==> src/rtl/xcvr646_seq.sv <==
// Sequencer/arbiter for a shared 74646 registered bus transceiver.
// Optional transfer counters: define XCVR646_SEQ_STATS_EN.
module xcvr646_seq #(
   parameter int SETUP_CYC = 1,
   parameter int DRIVE_CYC = 2
) (
   input  logic sysclk,
   input  logic sys_rst,
   input  logic a_req,
   input  logic a_store,
   output logic a_ack,
   input  logic b_req,
   input  logic b_store,
   output logic b_ack,
   output logic busy,
   output logic last_grant,
   output logic DIR,
   output logic OE_n,
   output logic CLKAB,
   output logic CLKBA,
   output logic SAB,
   output logic SBA
`ifdef XCVR646_SEQ_STATS_EN
   ,
   output logic [15:0] xfer_cnt_a,
   output logic [15:0] xfer_cnt_b
`endif
);

   typedef enum logic [2:0] {
      IDLE,
      SETUP,
      CAPTURE,
      HOLD,
      DRIVE,
      RELEASE
   } state_t;

   state_t     state;
   logic [3:0] cnt;
   logic       grantB;
   logic       storeSel;
   logic       pickB;
   logic       anyReq;

   // Round-robin: on a tie the side not granted last time wins.
   always_comb begin
      anyReq = a_req | b_req;
      pickB  = b_req & (~a_req | ~last_grant);
   end

   always_ff @(posedge sysclk) begin
      if (sys_rst) begin
         state      <= IDLE;
         cnt        <= '0;
         grantB     <= 1'b0;
         storeSel   <= 1'b0;
         last_grant <= 1'b1;
         busy       <= 1'b0;
         DIR        <= 1'b0;
         OE_n       <= 1'b1;
         CLKAB      <= 1'b0;
         CLKBA      <= 1'b0;
         SAB        <= 1'b0;
         SBA        <= 1'b0;
         a_ack      <= 1'b0;
         b_ack      <= 1'b0;
      end else begin
         a_ack <= 1'b0;
         b_ack <= 1'b0;
         unique case (state)
            IDLE: begin
               if (anyReq) begin
                  grantB     <= pickB;
                  storeSel   <= pickB ? b_store : a_store;
                  last_grant <= pickB;
                  DIR        <= ~pickB;
                  busy       <= 1'b1;
                  cnt        <= 4'(SETUP_CYC);
                  state      <= SETUP;
               end
            end
            SETUP: begin
               if (cnt == 4'd1) begin
                  if (storeSel) begin
                     CLKAB <= ~grantB;
                     CLKBA <= grantB;
                     state <= CAPTURE;
                  end else begin
                     OE_n  <= 1'b0;
                     SAB   <= 1'b0;
                     SBA   <= 1'b0;
                     cnt   <= 4'(DRIVE_CYC);
                     state <= DRIVE;
                  end
               end else begin
                  cnt <= cnt - 4'd1;
               end
            end
            CAPTURE: begin
               CLKAB <= 1'b0;
               CLKBA <= 1'b0;
               state <= HOLD;
            end
            HOLD: begin
               OE_n  <= 1'b0;
               SAB   <= ~grantB & storeSel;
               SBA   <= grantB & storeSel;
               cnt   <= 4'(DRIVE_CYC);
               state <= DRIVE;
            end
            DRIVE: begin
               if (cnt == 4'd1) begin
                  OE_n  <= 1'b1;
                  SAB   <= 1'b0;
                  SBA   <= 1'b0;
                  a_ack <= ~grantB;
                  b_ack <= grantB;
                  state <= RELEASE;
               end else begin
                  cnt <= cnt - 4'd1;
               end
            end
            RELEASE: begin
               busy  <= 1'b0;
               state <= IDLE;
            end
            default: begin
               state <= IDLE;
            end
         endcase
      end
   end

`ifdef XCVR646_SEQ_STATS_EN
   always_ff @(posedge sysclk) begin
      if (sys_rst) begin
         xfer_cnt_a <= '0;
         xfer_cnt_b <= '0;
      end else begin
         if (a_ack) xfer_cnt_a <= xfer_cnt_a + 16'd1;
         if (b_ack) xfer_cnt_b <= xfer_cnt_b + 16'd1;
      end
   end
`endif

endmodule
==> config.mk <==
export PLATFORM = sky130hd
export DESIGN_NAME = xcvr646_seq
export DESIGN_NICKNAME = d
export VERILOG_FILES = /design/src/rtl/xcvr646_seq.sv
export SDC_FILE = /design/constraint.sdc
export NUM_CORES = 1
export LEC_CHECK = 0
export CORE_ASPECT_RATIO = 1.1
export CORE_UTILIZATION = 40
export CTS_CLUSTER_DIAMETER = 50
export CTS_CLUSTER_SIZE = 30
export DETAILED_ROUTE_END_ITERATION = 10
export GPL_ROUTABILITY_DRIVEN = 0
export PLACE_DENSITY_LB_ADDON = 0.1
export RECOVER_POWER = 25
export SLEW_MARGIN = 20
export SYNTH_ARGS = -nofsm -noshare
export SYNTH_HDL_FRONTEND = slang
export SYNTH_SLANG_ARGS = --single-unit
==> constraint.sdc <==
create_clock -name sysclk -period 3.64 [get_ports sysclk]
set_input_delay 0.364 -clock sysclk [delete_from_list [all_inputs] [get_ports sysclk]]
set_output_delay 0.364 -clock sysclk [all_outputs]
set_load 0.03 [all_outputs]
Word level (Yosys, flattened, before mapping)
Cells that the tools add are included.
{"block": "op_classes", "n_mux": 26, "shift": 0, "reduce_logical": 12, "bitwise": 11, "n_eq_ne": 13, "magnitude_cmp": 0, "div": 0, "add_sub_neg": 1, "mul": 0}
{"op": "2-to-1 mux 4 bit", "n": 4}
{"op": "one-hot mux 4 bit (4 select lines)", "n": 1}
{"op": "one-hot mux 3 bit (5 select lines)", "n": 1}
{"op": "2-to-1 mux 3 bit", "n": 4}
{"op": "inequality test 2 bit (second input constant)", "n": 6}
{"op": "2-to-1 mux 1 bit", "n": 10}
{"op": "one-hot mux 1 bit (3 select lines)", "n": 3}
{"op": "AND reduction 4 bit", "n": 2}
{"op": "equality test 3 x 2 -> 1 bit (second input constant)", "n": 2}
{"op": "equality test 3 bit (second input constant)", "n": 2}
{"op": "inverter 1 bit", "n": 6}
{"op": "one-hot mux 1 bit (2 select lines)", "n": 3}
{"op": "AND reduction 3 bit", "n": 2}
{"op": "equality test 4 x 1 -> 1 bit (second input constant)", "n": 1}
{"op": "AND reduction 2 bit", "n": 2}
{"op": "nonzero test 2 bit", "n": 2}
{"op": "nonzero test 4 bit", "n": 1}
{"op": "subtractor 4 x 1 -> 4 bit (second input constant)", "n": 1}
{"op": "bitwise AND 1 bit", "n": 3}
{"op": "equality test 3 x 1 -> 1 bit (second input constant)", "n": 1}
{"op": "logical NOT 3 bit", "n": 1}
{"op": "inequality test 3 bit (second input constant)", "n": 1}
{"op": "nonzero test 3 bit", "n": 1}
{"op": "OR reduction 3 bit", "n": 1}
{"op": "bitwise OR 1 bit", "n": 2}
{"block": "totals", "ramBits": 0, "romBits": 0, "input_bits": 6, "register_bits": 19, "wordCells": 77, "output_inout_bits": 10, "latch_bits": 0, "n_memories": 0}

Depth between registers and ports, before layout
{"block": "logic_depth", "ltp_word": 4, "depth_mapped": 6, "ltp_nobuf": 6}

Worst setup path after synthesis
Ideal clock, no wire load.
{"block": "synth_path", "kind": "register -> register", "start": "reg cnt[1]", "end": "reg CLKAB", "n_path_buf": 0, "setup_time_ps": 71, "t_required_ps": 3569, "slack_ps": 2085, "period_less_slack_ps": 1555, "t_arrival_ps": 1484, "path_stages_with_launch": 7, "cell_sequence": "dfxtp_1 -> inv_1 -> ha_1 -> nor3b_4 -> nand3_1 -> a2111o_1 -> a21oi_1"}
{"block": "synth_via", "elab_chain_len": 3}
{"element": "from (decl)", "line": "40", "source": "logic [3:0] cnt;"}
{"element": "from (signal assigned)", "line": "79", "source": "cnt <= 4'(SETUP_CYC);"}
{"element": "from (signal assigned)", "line": "93", "source": "cnt <= 4'(DRIVE_CYC);"}
{"element": "from (signal assigned)", "line": "97", "source": "cnt <= cnt - 4'd1;"}
{"element": "equality test 4 x 1 -> 1 bit", "line": "84", "source": "if (cnt == 4'd1) begin"}
{"element": "inequality test 2 bit (no source line)"}
{"element": "AND reduction 3 bit (no source line)"}
{"element": "to (signal assigned)", "line": "86", "source": "CLKAB <= ~grantB;"}
{"element": "to (decl)", "line": "19", "source": "output logic CLKAB,"}
Every way passes these cells.
A chain may end at the register's enable or synchronous reset.

Final worst setup path
Same ends and word-level chain as after synthesis.

==> impl_metrics.py <==
metrics = {
    "run_status": {
        "outcome": "complete, no violations",
    },
    "worst_setup_path": {
        "end_kind": "register",
        "crit_arrival_ps": 2590,
        "ff2ff_setup_slack_ps": 1280,
        "cp_slowest_cell": "nor3b_1",
        "crit_path_max_incr_delay_ps": 840,
        "reg2reg_depth": 6,
        "critPathKind": "reg -> reg",
        "critPathTopFamily": "simple AND/OR/NAND/NOR gates",
        "r2r-start": "cnt[1]$_SDFFE_PP0P_",
        "crit_required_ps": 3870,
        "worst_setup_path_start_kind": "register",
        "critPathMaxFanout": 9,
        "regToRegEndpoint": "CLKAB$_SDFFE_PP0P_",
        "cp_num_buf_inv": 1,
        "path_cells": "inv_1, ha_1, nor3b_1, nand3_1, a2111o_1, a21oi_1",
    },
    "timing": {
        "relSlewSlack_pct": 30.3,
        "tightest_slew_ps": 1040,
        "max_freq_mhz": 424,
        "fin_crit_sh_pct": 64.8,
        "drv_slew": 0,
        "finClkSkew_ps": 1.16,
        "setup_tns_ps": 0,
        "min_period_ps": 2360,
        "setup_violations": 0,
        "hold_violations": 0,
        "rsz0062_at_grt": "no",
    },
    "die": {
        "io_pins": 16,
        "start_util_pct": 42.6,
        "row_count": 18,
        "die_h_um": 53.6,
        "core_area_sq_mm": 0.00227,
        "die_area_sq_mm": 0.00262,
        "die_w_um": 48.9,
    },
    "global_routing": {
        "gr-max-usage-layer": "met2",
        "grtUsageTotal_pct": 17.9,
        "met3_usage_pct": 2.54,
        "grt_pass1_wl_mm": 3.53,
        "grt_max_degree": 18,
        "grt_pass1_vias": 768,
        "antenna_found_initial": 0,
        "grt.overflow.total": 0,
        "use_met2_pct": 27.3,
        "grt_use_met1_pct": 24.8,
    },
    "cts": {
        "cts_root_buf": "clkbuf_4",
        "clk_latency_ps": 300,
        "post_cts_resized": 0,
        "cts_buffers": 3,
        "post-cts-setup-buffers": 0,
        "h-tree-depth": 1,
        "clkSinkCount": 19,
        "cts_tree": "done",
        "cts.path.max_buffers": 2,
        "path_clk_slew_ps": 110,
        "ctsHoldBuffers": 0,
    },
    "power": {
        "p_leak_nw": 0.429,
        "vdd.ir_drop.worst_mv": 0.273,
        "p_total_w": 0.000599,
        "pwr_density_cell_mw_per_mm2": 523,
    },
    "drt": {
        "wl_per_cell_um": 13.4,
        "dr_total_vias": 869,
        "dr.pass1.iters": 4,
        "wirelength_mm": 2.11,
        "drtIter0Drc": 13,
        "final_antenna_net_count": 0,
        "route.detailed.drc": 0,
        "vias_per_cell": 5.50,
    },
    "synth": {
        "yosysWarnings": 0,
        "synth_top_area_cell": "dfxtp_1",
        "synth_nets": 123,
        "synth-main-ff-cell": "dfxtp_1",
        "syn-cell-area_sq_um": 968,
        "netlist.area_leader.share_pct": 39.3,
        "synth_cells": 115,
        "yosys-top-cells-count": "dfxtp_1, nand2_1, a21oi_1",
        "synth_most_common_cell": "dfxtp_1",
        "ys_seq_elements": 19,
        "synth_area_per_cell_sq_um": 8.42,
        "ys_seq_area_share_pct": 39.3,
        "synth_cell_types": 39,
        "async_flop_share_pct": 0,
        "ys_top_cells_by_area": "dfxtp_1, a21oi_1, nand2_1",
        "synth_edf_count": 0,
    },
    "placed_design": {
        "placedInstanceArea_sq_mm": 0.00113,
        "dp_hpwl_mm": 1.53,
        "dp_cells": 154,
        "port_buffers": 15,
    },
    "hold_path": {
        "worstHoldPathCells": 2,
        "hold_start": "CLKAB$_SDFFE_PP0P_",
        "min_to": "CLKAB$_SDFFE_PP0P_",
        "hold_class": "reg -> reg",
    },
    "layout": {
        "diodes": 0,
        "final_area_sq_mm": 0.00115,
        "top_regs": "cnt (4), state (3)",
        "syn_to_final_growth_pct": 18.3,
        "nets": 137,
        "largest_reg_flops": 4,
        "finalNonFillerCells": 158,
        "layout-drive-gt1-share_pct": 6.25,
        "regMostFlops": "cnt",
    },
    "run": {
        "maxCapViolations": 0,
    },
}
-- area by class of cell --
cell class / count / area [sq um]
Inverter: 7 / 26.3
Clock inverter: 1 / 5.00
Sequential cell: 19 / 380
Timing Repair Buffer: 15 / 150
Tap cell: 30 / 37.5
Multi-Input combinational cell: 83 / 524
Fill cell: 228 / 1130
Clock buffer: 3 / 22.5
-- layout by cell type (no fill, tap or decap), types with 2 or more instances in the layout --
master            n
a41o_1            2
ha_1              2
dfxtp_1          19
or2_2             2
nand2_1          11
or3b_1            2
a21oi_1           9
a31oi_1           2
dlygate4sd3_1     2
nand3_1           4
nor2b_1           4
nor2_1            6
clkdlybuf4s50_1  13
a211oi_1          2
nor3b_1           3
nor3_1            7
o211ai_1          2
o21ai_0           5
inv_1             7
clkbuf_4          3
nor4_1            2
-- metrics by stage --
stage          setup WS (ps)  utilization (%)  hold slack (ps)
3_3_place_gp            1760             49.7              466
6_report                1280             50.4              486
5_1_grt                 1050             50.4              532
3_5_place_dp            1740             49.7              469
2_1_floorplan           2090                -              495
4_1_cts                 1800             50.9              491
-- logic make-up after synthesis --
kind of cell | Yosys count | share of synthesized area (%)
adder cells (fa/ha/maj) | 2 | 2.58
buffers and inverters | 13 | 5.43
flip-flops | 19 | 39.3
XOR/XNOR | 1 | 0.905
AND/OR/NAND/NOR | 46 | 26.6
AO/OA/AOI/OAI | 34 | 25.2
-- worst max path at each step --
stage	end	cells after the start	start
6_report	CLKAB$_SDFFE_PP0P_	6	cnt[1]$_SDFFE_PP0P_
5_1_grt	CLKAB$_SDFFE_PP0P_	6	cnt[1]$_SDFFE_PP0P_
4_1_cts	cnt[1]$_SDFFE_PP0P_	4	state[2]$_SDFFE_PP0P_
3_5_place_dp	cnt[2]$_SDFFE_PP0P_	4	sys_rst
3_3_place_gp	cnt[2]$_SDFFE_PP0P_	4	sys_rst
2_1_floorplan	CLKAB$_SDFFE_PP0P_	6	cnt[1]$_SDFFE_PP0P_
-- worst register-to-register path: stages, from the launching register on --
cell and delay, ps:
dfxtp_1 340, inv_1 70, ha_1 150, nor3b_1 840
nand3_1 300, a2111o_1 440, a21oi_1 140
-- layer usage --
layer	up-vias	part of all wire (%)
li1	448	-
met1	397	52
met2	19	43
met3	5	3.3
met4	0	1.8
met5	-	0
-- where the power goes --
part	leakage, nW	total, W	internal [W]	switching, W
Clock	0.0177	0.000110	0.0000410	0.0000688
Combinational	0.256	0.000218	0.0000936	0.000124
Sequential	0.156	0.000272	0.000237	0.0000353
Total	0.429	0.000599	0.000371	0.000228
Note: power is estimated with default switching activity, not from simulation.
